<file path="src/rtl/bitonic_stream_unloader_pkg.sv">
// Shared definitions for the bitonic sorter back end: direction codes,
// the unloader state type and the lane-index width helper.
package bitonic_pkg;

    localparam logic DIR_ASC  = 1'b1;
    localparam logic DIR_DESC = 1'b0;

    typedef enum logic {
        IDLE  = 1'b0,
        DRAIN = 1'b1
    } unload_state_t;

    // A single-lane vector still needs a one-bit index port.
    function automatic int lane_index_width(input int n);
        return (n > 1) ? $clog2(n) : 1;
    endfunction

endpackage

</file>
<file path="src/rtl/bitonic_stream_unloader_lane_mux.sv">
// N:1 selector that picks one W-bit lane out of a flat N*W vector.
module bitonic_lane_mux
    import bitonic_pkg::*;
#(
    parameter int W = 16,
    parameter int N = 8,
    localparam int IW = lane_index_width(N)
) (
    input  logic [N*W-1:0] lanes,
    input  logic [IW-1:0]  sel,
    output logic [W-1:0]   y
);

    always_comb begin
        y = '0;
        for (int i = 0; i < N; i++) begin
            if (sel == IW'(i)) begin
                y = lanes[i*W +: W];
            end
        end
    end

endmodule

</file>
<file path="src/rtl/bitonic_stream_unloader.sv">
// Parallel-in / serial-out unloader for the bitonic sorting network.
// Optional order checker enabled by defining BITONIC_UNLOAD_CHECK_EN.
module bitonic_stream_unloader
    import bitonic_pkg::*;
#(
    parameter int W = 16,
    parameter int N = 8,
    localparam int IW = lane_index_width(N)
) (
    input  logic           clk,
    input  logic           rst,
    input  logic           direction,
    input  logic           in_valid,
    output logic           in_ready,
    input  logic [N*W-1:0] in_data,
    output logic           out_valid,
    input  logic           out_ready,
    output logic [W-1:0]   out_data,
    output logic [IW-1:0]  out_index,
    output logic           out_last,
    output logic           sort_err
);

    localparam logic [IW-1:0] LAST_LANE = IW'(N - 1);

    unload_state_t  state;
    logic [IW-1:0]  counter;
    logic [N*W-1:0] hold;
    logic [W-1:0]   lane_data;
    logic           drain;
    logic           out_xfer;
    logic           take;

    bitonic_lane_mux #(
        .W (W),
        .N (N)
    ) u_lane_mux (
        .lanes (hold),
        .sel   (counter),
        .y     (lane_data)
    );

    assign drain     = (state == DRAIN);
    assign out_valid = drain;
    assign out_last  = drain && (counter == LAST_LANE);
    assign out_index = counter;
    assign out_data  = drain ? lane_data : '0;
    assign out_xfer  = drain && out_ready;
    // Accepting on the last-lane handshake is what removes the inter-vector bubble.
    assign in_ready  = !drain || (out_last && out_ready);
    assign take      = in_valid && in_ready;

    always_ff @(posedge clk or negedge rst) begin
        if (!rst) begin
            state   <= IDLE;
            counter <= '0;
            hold    <= '0;
        end else begin
            if (take) begin
                hold <= in_data;
            end
            if (out_xfer) begin
                counter <= out_last ? '0 : counter + 1'b1;
            end else if (take) begin
                counter <= '0;
            end
            if (state == IDLE) begin
                if (take) begin
                    state <= DRAIN;
                end
            end else if (out_xfer && out_last && !in_valid) begin
                state <= IDLE;
            end
        end
    end

`ifdef BITONIC_UNLOAD_CHECK_EN
    logic         dir;
    logic [W-1:0] prev;
    logic         err;

    // Lane 0 opens a new vector, so it is never compared against the last one.
    always_ff @(posedge clk or negedge rst) begin
        if (!rst) begin
            dir  <= DIR_ASC;
            prev <= '0;
            err  <= 1'b0;
        end else begin
            if (take) begin
                dir <= direction;
            end
            if (out_xfer) begin
                prev <= lane_data;
                if ((counter != '0) &&
                    (((dir == DIR_ASC) && (lane_data < prev)) ||
                     ((dir == DIR_DESC) && (lane_data > prev)))) begin
                    err <= 1'b1;
                end
            end
        end
    end

    assign sort_err = err;
`else
    logic unused_direction;
    assign unused_direction = direction;
    assign sort_err = 1'b0;
`endif

endmodule
</file>
<file path="config.mk">
export PLATFORM = sky130hd
export DESIGN_NAME = bitonic_stream_unloader
export DESIGN_NICKNAME = d
export VERILOG_FILES = /design/src/rtl/bitonic_stream_unloader_pkg.sv /design/src/rtl/bitonic_stream_unloader_lane_mux.sv /design/src/rtl/bitonic_stream_unloader.sv
export SDC_FILE = /design/constraint.sdc
export NUM_CORES = 1
export LEC_CHECK = 0
export BUFFER_PORTS_ARGS = -buffer_cell sky130_fd_sc_hd__buf_2
export CORE_UTILIZATION = 30
export DETAILED_ROUTE_END_ITERATION = 10
export GPL_TIMING_DRIVEN = 0
export SLEW_MARGIN = 20
export SYNTH_ARGS = -nofsm -noshare
export SYNTH_HDL_FRONTEND = slang
export SYNTH_SLANG_ARGS = --single-unit
</file>
<file path="constraint.sdc">
create_clock -name clk -period 3 [get_ports clk]
set_input_delay 0.15 -clock clk [delete_from_list [all_inputs] [get_ports clk]]
set_output_delay 0.15 -clock clk [all_outputs]
set_load 0.005 [all_outputs]
</file>
==> impl_metrics.yaml, run 1 <==
worst_setup_path:
  startpoint: "out_index[0]$_DFFE_PN0P_"
  cp-end-kind: "primary output"
  crit_path_start_kind: "register"
  crit_type: "reg -> out"
  regToRegStartpoint: "out_index[0]$_DFFE_PN0P_"
  crit_fanout: 10
  r2r_cells: 7
  arrival_ps: 2730
  required_ps: 2850
  reg2reg_slack_ps: 870
  r2r-end: "hold[81]$_DFFE_PN0P_"
finish:
  drive_gt1_share_pct: 27.8
  syn_to_final_growth_pct: 46.9
  fin_area_mm2: 0.00972
  final_nets: 974
  postLayoutCoreUtil_pct: 45.5
  antenna_cells: 0
  fin_cells: 1123
synth:
  yosys.area.top_type_share_pct: 49.9
  ys.warnings.count: 0
  synth-compound-area-share_pct: 12.9
  synthCells: 529
  ys_types: 31
  synth-edff-count: 0
  postSynthAreaPerCell_um2: 12.5
  synth_top_family_by_area: "multiplexers"
  synthArstFlopShare_pct: 100
  synthMuxAreaShare_pct: 21.9
  syn_nets: 668
  yosys_register_bits: 132
  synthFlopType: "dfrtp_1"
  seq_area_frac_synth_pct: 49.9
  mappedNetlistArea_mm2: 0.00662
  yosysMostFrequentCell: "dfrtp_1"
  synth_commonest_cells: "dfrtp_1, mux2_1, clkbuf_1"
  synth_fa_ha_area_share_pct: 1.13
  synth-xor-area-share_pct: 0
  yosys.area_share.simple_pct: 8.19
  synth_area_leaders: "dfrtp_1, mux2_1, a221o_1, a32o_1, o311a_1"
  synth_top_area_cell: "dfrtp_1"
clock_tree:
  cts_buffers: 17
  clkLatencyLatePin_ps: 420
  cts_max_level: 4
  cts_sinks: 132
  clockRootBuffer: "clkbuf_16"
  path_clk_slew_ps: 60
  cts.path.max_buffers: 2
  cts_tree: "done"
routing:
  via_per_inst: 4.88
  remaining_drc_errors: 0
  routed_wl_um: 21400
  ant_nets: 0
  first_pass_iters: 5
  drt_iter0_markers: 276
  wl_per_cell_um: 19.0
  num_vias: 5477
global_route:
  grtUsageMet1_pct: 26.2
  grt_pass1_vias: 5689
  grt_use_met3_pct: 4.88
  antenna_found_initial: 0
  gr-usage-met2_pct: 32.3
  track_usage_pct: 20.0
  grt_overflow: 0
  busiest_layer: "met2"
  grt_pass1_wl_um: 32900
  grt_max_degree: 92
placement:
  place_ws_ps: 58.9
  gp_congestion: 0.800
  placed_cell_area_mm2: 0.00777
  place_inst: 958
  placement.io_buffers: 153
  dpl.hpwl_um: 15200
min_path:
  whs_path_depth: 3
  hold_end: "out_index[2]$_DFFE_PN0P_"
  min_from: "out_ready"
  hp-class: "in -> reg"
timing:
  fin_crit_sh_pct: 95.8
  finalMaxSlewViolations: 0
  tightest_slew_ps: 599
  setup_tns_ps: 0
  layout_setup_ws_ps: 125
  max_slew_margin_pct: 60.1
  setup_viol: 0
  max_freq_mhz: 348
  hold_viol: 0
  rsz0062_at_grt: "no"
  period_needed_ps: 2880
  clock_skew_ps: 7.41
  fin_hold_ws_ps: 48.2
pwr:
  switching_share_pct: 35.7
  pwr-share-seq_pct: 35.1
  p_sw_mw: 3.28
  power_density_mw_per_mm2: 945
  p_clk_share_pct: 23.7
  power_mw: 9.19
  p_comb_share_pct: 41.2
  vdd_drop_max_mv: 0.392
  internal-power_mw: 5.90
  p_leak_nw: 4.46
job:
  maxCapViolCount: 0
die:
  fp.dieW_um: 151
  dieArea_mm2: 0.0227
  io_pins: 156
  start_util_pct: 31.0
  die_y_um: 151
  num_rows: 53
  core_mm2: 0.0214
status:
  status: "complete, no violations"
==> what timing repair did <==
item                                    4_1_cts  5_1_grt
hold buffers                                130        0
buffers inserted                              1        3
endpoints found under the setup margin       16       12
endpoints found under the hold margin       172        0
resized for setup                             5       14
pin swaps                                     2        2
==> power groups by stage <==
stage	Clock, mW	Combinational [mW]	Sequential [mW]
2_1_floorplan	0	2.41	3.01
3_3_place_gp	0	3.55	3.22
3_5_place_dp	0	3.59	3.24
4_1_cts	2.21	3.78	3.22
5_1_grt	2.29	4.18	3.31
6_report	2.18	3.79	3.22
==> flip-flops by register name, indices dropped and copies added (netlist names) <==
signal	cells
hold	128
out_index	3
out_valid	1
==> worst max-delay path: stages (launching register included) <==
cell	delay, ps
dfrtp_2	440
ha_2	210
ha_1	190
buf_6	140
or2_1	210
buf_6	140
buf_8	130
a221o_1	340
a211oi_2	330
buf_2	170
==> final cells by class <==
type | instances | area, um2
multi-input cells | 329 | 2930
plain buffers | 47 | 322
fillers | 2018 | 11600
well taps | 275 | 344
clock inverters | 9 | 125
repair buffers | 288 | 2130
flip-flops and latches | 132 | 3300
inverters | 20 | 75.1
clock buffers | 23 | 488
==> logic make-up (layout without fill, tap and decap cells) <==
group	count (synthesis)	count (layout)
flops	132	132
mux	129	129
compound gates	102	102
simple gates	91	91
buf+inv	68	387
fa+ha+maj	6	6
other cells	1	1
==> layer usage <==
metal / wire [um] / part of all wire [%]
met4: 395 / 1.8
met2: 10200 / 48
met3: 1310 / 6.1
met5: 0 / 0
met1: 9510 / 44
==> worst max path at each step <==
stage / slack (ps) / endpoint / cells past startpoint
after floorplan: 680 / out_data[10] / 10
after CTS: 50 / out_data[6] / 11
after global routing: 20 / out_data[4] / 8
final: 120 / out_data[6] / 9
after global placement: -140 / hold[34]$_DFFE_PN0P_ / 1
after detailed placement: 60 / out_data[6] / 11
==> cell usage in the layout (no fill, tap or decap), drive strengths merged, types with 2 or more instances in the layout <==
cell	n
buf	185
dfrtp	132
dlygate4sd3	130
mux2	129
clkbuf	43
inv	20
nand2	19
nor2b	18
nor3b	17
o21ai	17
a32o	16
nor3	16
nand3b	16
a21oi	16
a221o	16
o311a	16
a211oi	16
ha	6
clkinv	4
o31ai	3
bufinv	3
nand2b	2
clkinvlp	2
Note: power is estimated with default switching activity, not from simulation.
==> run 2, diff against run 1 <==
--- a/config.mk
+++ b/config.mk
@@ -9,6 +9,7 @@
 export CORE_UTILIZATION = 30
 export DETAILED_ROUTE_END_ITERATION = 10
 export GPL_TIMING_DRIVEN = 0
+export PLACE_DENSITY = 0.49
 export SLEW_MARGIN = 20
 export SYNTH_ARGS = -nofsm -noshare
 export SYNTH_HDL_FRONTEND = slang
==> run 2 against run 1 <==
Against the previous run: flip-flop and latch count unchanged; fmax down 1.3%; total power up 2.8%; sequential power up 2%; critical path type unchanged; largest cell class unchanged; clock power up 6%; hold slack better by 19 ps; global-route usage down 0.085 points; largest power group unchanged; first-iteration DRC count up 6.5%; critical endpoint is now out_data[7].
==> impl_metrics.yaml, run 2 (synthesis results as in run 1) <==
min_path:
  whs_path_depth: 3
  hp-class: "in -> reg"
  hold_end: "out_index[2]$_DFFE_PN0P_"
  min_from: "out_ready"
timing:
  clock_skew_ps: 7.10
  fin_hold_ws_ps: 66.9
  max_slew_margin_pct: 62.8
  tightest_slew_ps: 558
  rsz0062_at_grt: "no"
  period_needed_ps: 2910
  finalMaxSlewViolations: 0
  max_freq_mhz: 343
  fin_crit_sh_pct: 97.1
  setup_viol: 0
  hold_viol: 0
pwr:
  p_clk_share_pct: 24.3
  vdd_drop_max_mv: 0.410
  power_density_mw_per_mm2: 964
  p_leak_nw: 4.48
  internal-power_mw: 6.06
  p_sw_mw: 3.39
  power_mw: 9.45
  p_comb_share_pct: 40.9
  switching_share_pct: 35.9
  pwr-share-seq_pct: 34.8
placement:
  dpl.hpwl_um: 16100
  placement.io_buffers: 153
  placed_cell_area_mm2: 0.00777
  gp_congestion: 0.855
routing:
  routed_wl_um: 21400
  remaining_drc_errors: 0
  drt_iter0_markers: 294
  ant_nets: 0
  first_pass_iters: 4
  wl_per_cell_um: 19.1
  num_vias: 5431
  via_per_inst: 4.83
clock_tree:
  clockRootBuffer: "clkbuf_16"
  clkLatencyLatePin_ps: 420
  path_clk_slew_ps: 60
  cts_max_level: 4
  cts_sinks: 132
  cts_tree: "done"
  cts.path.max_buffers: 2
  cts_buffers: 17
worst_setup_path:
  cp-end-kind: "primary output"
  arrival_ps: 2760
  crit_type: "reg -> out"
  crit_fanout: 10
  required_ps: 2850
  regToRegStartpoint: "out_index[1]$_DFFE_PN0P_"
  path_cells: "ha_1 -> ha_1 -> buf_6 -> or2_1 -> buf_6 -> buf_8 -> a221o_1 -> a211oi_2 -> buf_2"
  crit_path_start_kind: "register"
  r2r_cells: 7
  cp_slowest_cell: "dfrtp_1"
  reg2reg_slack_ps: 750
  r2r-end: "hold[62]$_DFFE_PN0P_"
  cp_slowest_stage_delay_ps: 440
  crit_family: "compound AO/OA/AOI/OAI gates"
  crit_buf_inv: 4
finish:
  antenna_cells: 0
  largest_reg_flops: 128
  syn_to_final_growth_pct: 48.0
  fin_area_mm2: 0.00980
  final_nets: 976
  fillCellCount: 1994
  final_cell_mix: "buf_2, dlygate4sd3_1, dfrtp_1"
  largest-register: "hold"
  drive_gt1_share_pct: 28.5
  final_common_cell: "buf_2"
  postLayoutCoreUtil_pct: 45.9
die:
  io_pins: 156
  die_y_um: 151
  dieArea_mm2: 0.0227
  fp.dieW_um: 151
  start_util_pct: 31.0
  num_rows: 53
  core_mm2: 0.0214
global_route:
  grt_pass1_vias: 5715
  grt_max_degree: 89
  grt_pass1_wl_um: 32600
  track_usage_pct: 19.9
  antenna_found_initial: 0
  grt_overflow: 0
status:
  status: "complete, no violations"
job:
  maxCapViolCount: 0
run 2: cell types whose count changed in the layout (fill, tap and decap cells not counted), moves of 2 or more:
cell,delta
clkinv_2,-3
bufinv_16,+2
a211oi_2,+4
clkbuf_8,-3
buf_4,+2
clkinv_4,+2
a211oi_1,-4
run 2: final cells by class:
cell class                      count  area (um2)  area share [%]
Multi-Input combinational cell    329        2950            30.1
Clock inverter                     12         204            2.08
Buffer                             47         328            3.35
Sequential cell                   132        3310            33.7
Inverter                           20        75.1           0.766
Tap cell                          275         344            3.51
Timing Repair Buffer              290        2150            21.9
Clock buffer                       19         443            4.52
run 2: repair_timing:
action | CTS | global route
buffers inserted | 0 | 6
resized for setup | 6 | 19
hold buffers | 130 | 0
pin swaps | 4 | 1
setup endpoints to repair | 16 | 16
endpoints found under the hold margin | 174 | 0
run 2: how the worst max path moves through the flow:
stage	start	slack, ps	depth (start not counted)	to
after detailed placement	out_index[2]$_DFFE_PN0P_	90	11	out_data[7]
after CTS	out_index[2]$_DFFE_PN0P_	10	11	out_data[7]
final	out_index[1]$_DFFE_PN0P_	90	9	out_data[7]
after global placement	rst	-5	1	hold[35]$_DFFE_PN0P_
after global routing	out_index[1]$_DFFE_PN0P_	4	9	out_data[7]
after floorplan	out_index[2]$_DFFE_PN0P_	680	10	out_data[10]
run 2: power groups by stage:
stage	clock, mW	combinational (mW)	sequential [mW]
finish	2.30	3.87	3.28
global route	2.42	4.24	3.40
CTS	2.34	3.79	3.30
detailed placement	0	3.62	3.32
global placement	0	3.53	3.29
floorplan	0	2.41	3.01
run 2: worst min-delay path, cell delays in order:
cell and delay, ps:
buf_2 130, nand2_1 90, o31ai_1 70
run 2: metrics by stage:
stage          cells  TNS [ps]  setup slack, ps
4_1_cts         1119         0             12.8
3_3_place_gp     957     -80.2            -4.69
2_1_floorplan    529         0              677
3_5_place_dp     958         0             88.8
5_1_grt         1124         0             3.75
6_report        1124         0             87.6
run 2: per-layer routing:
metal | track usage (%) | wire length [um]
met1 | 25.6 | 9380
met2 | 33.0 | 10500
met3 | 4.79 | 1120
met4 | 5.96 | 395
met5 | 0 | 0
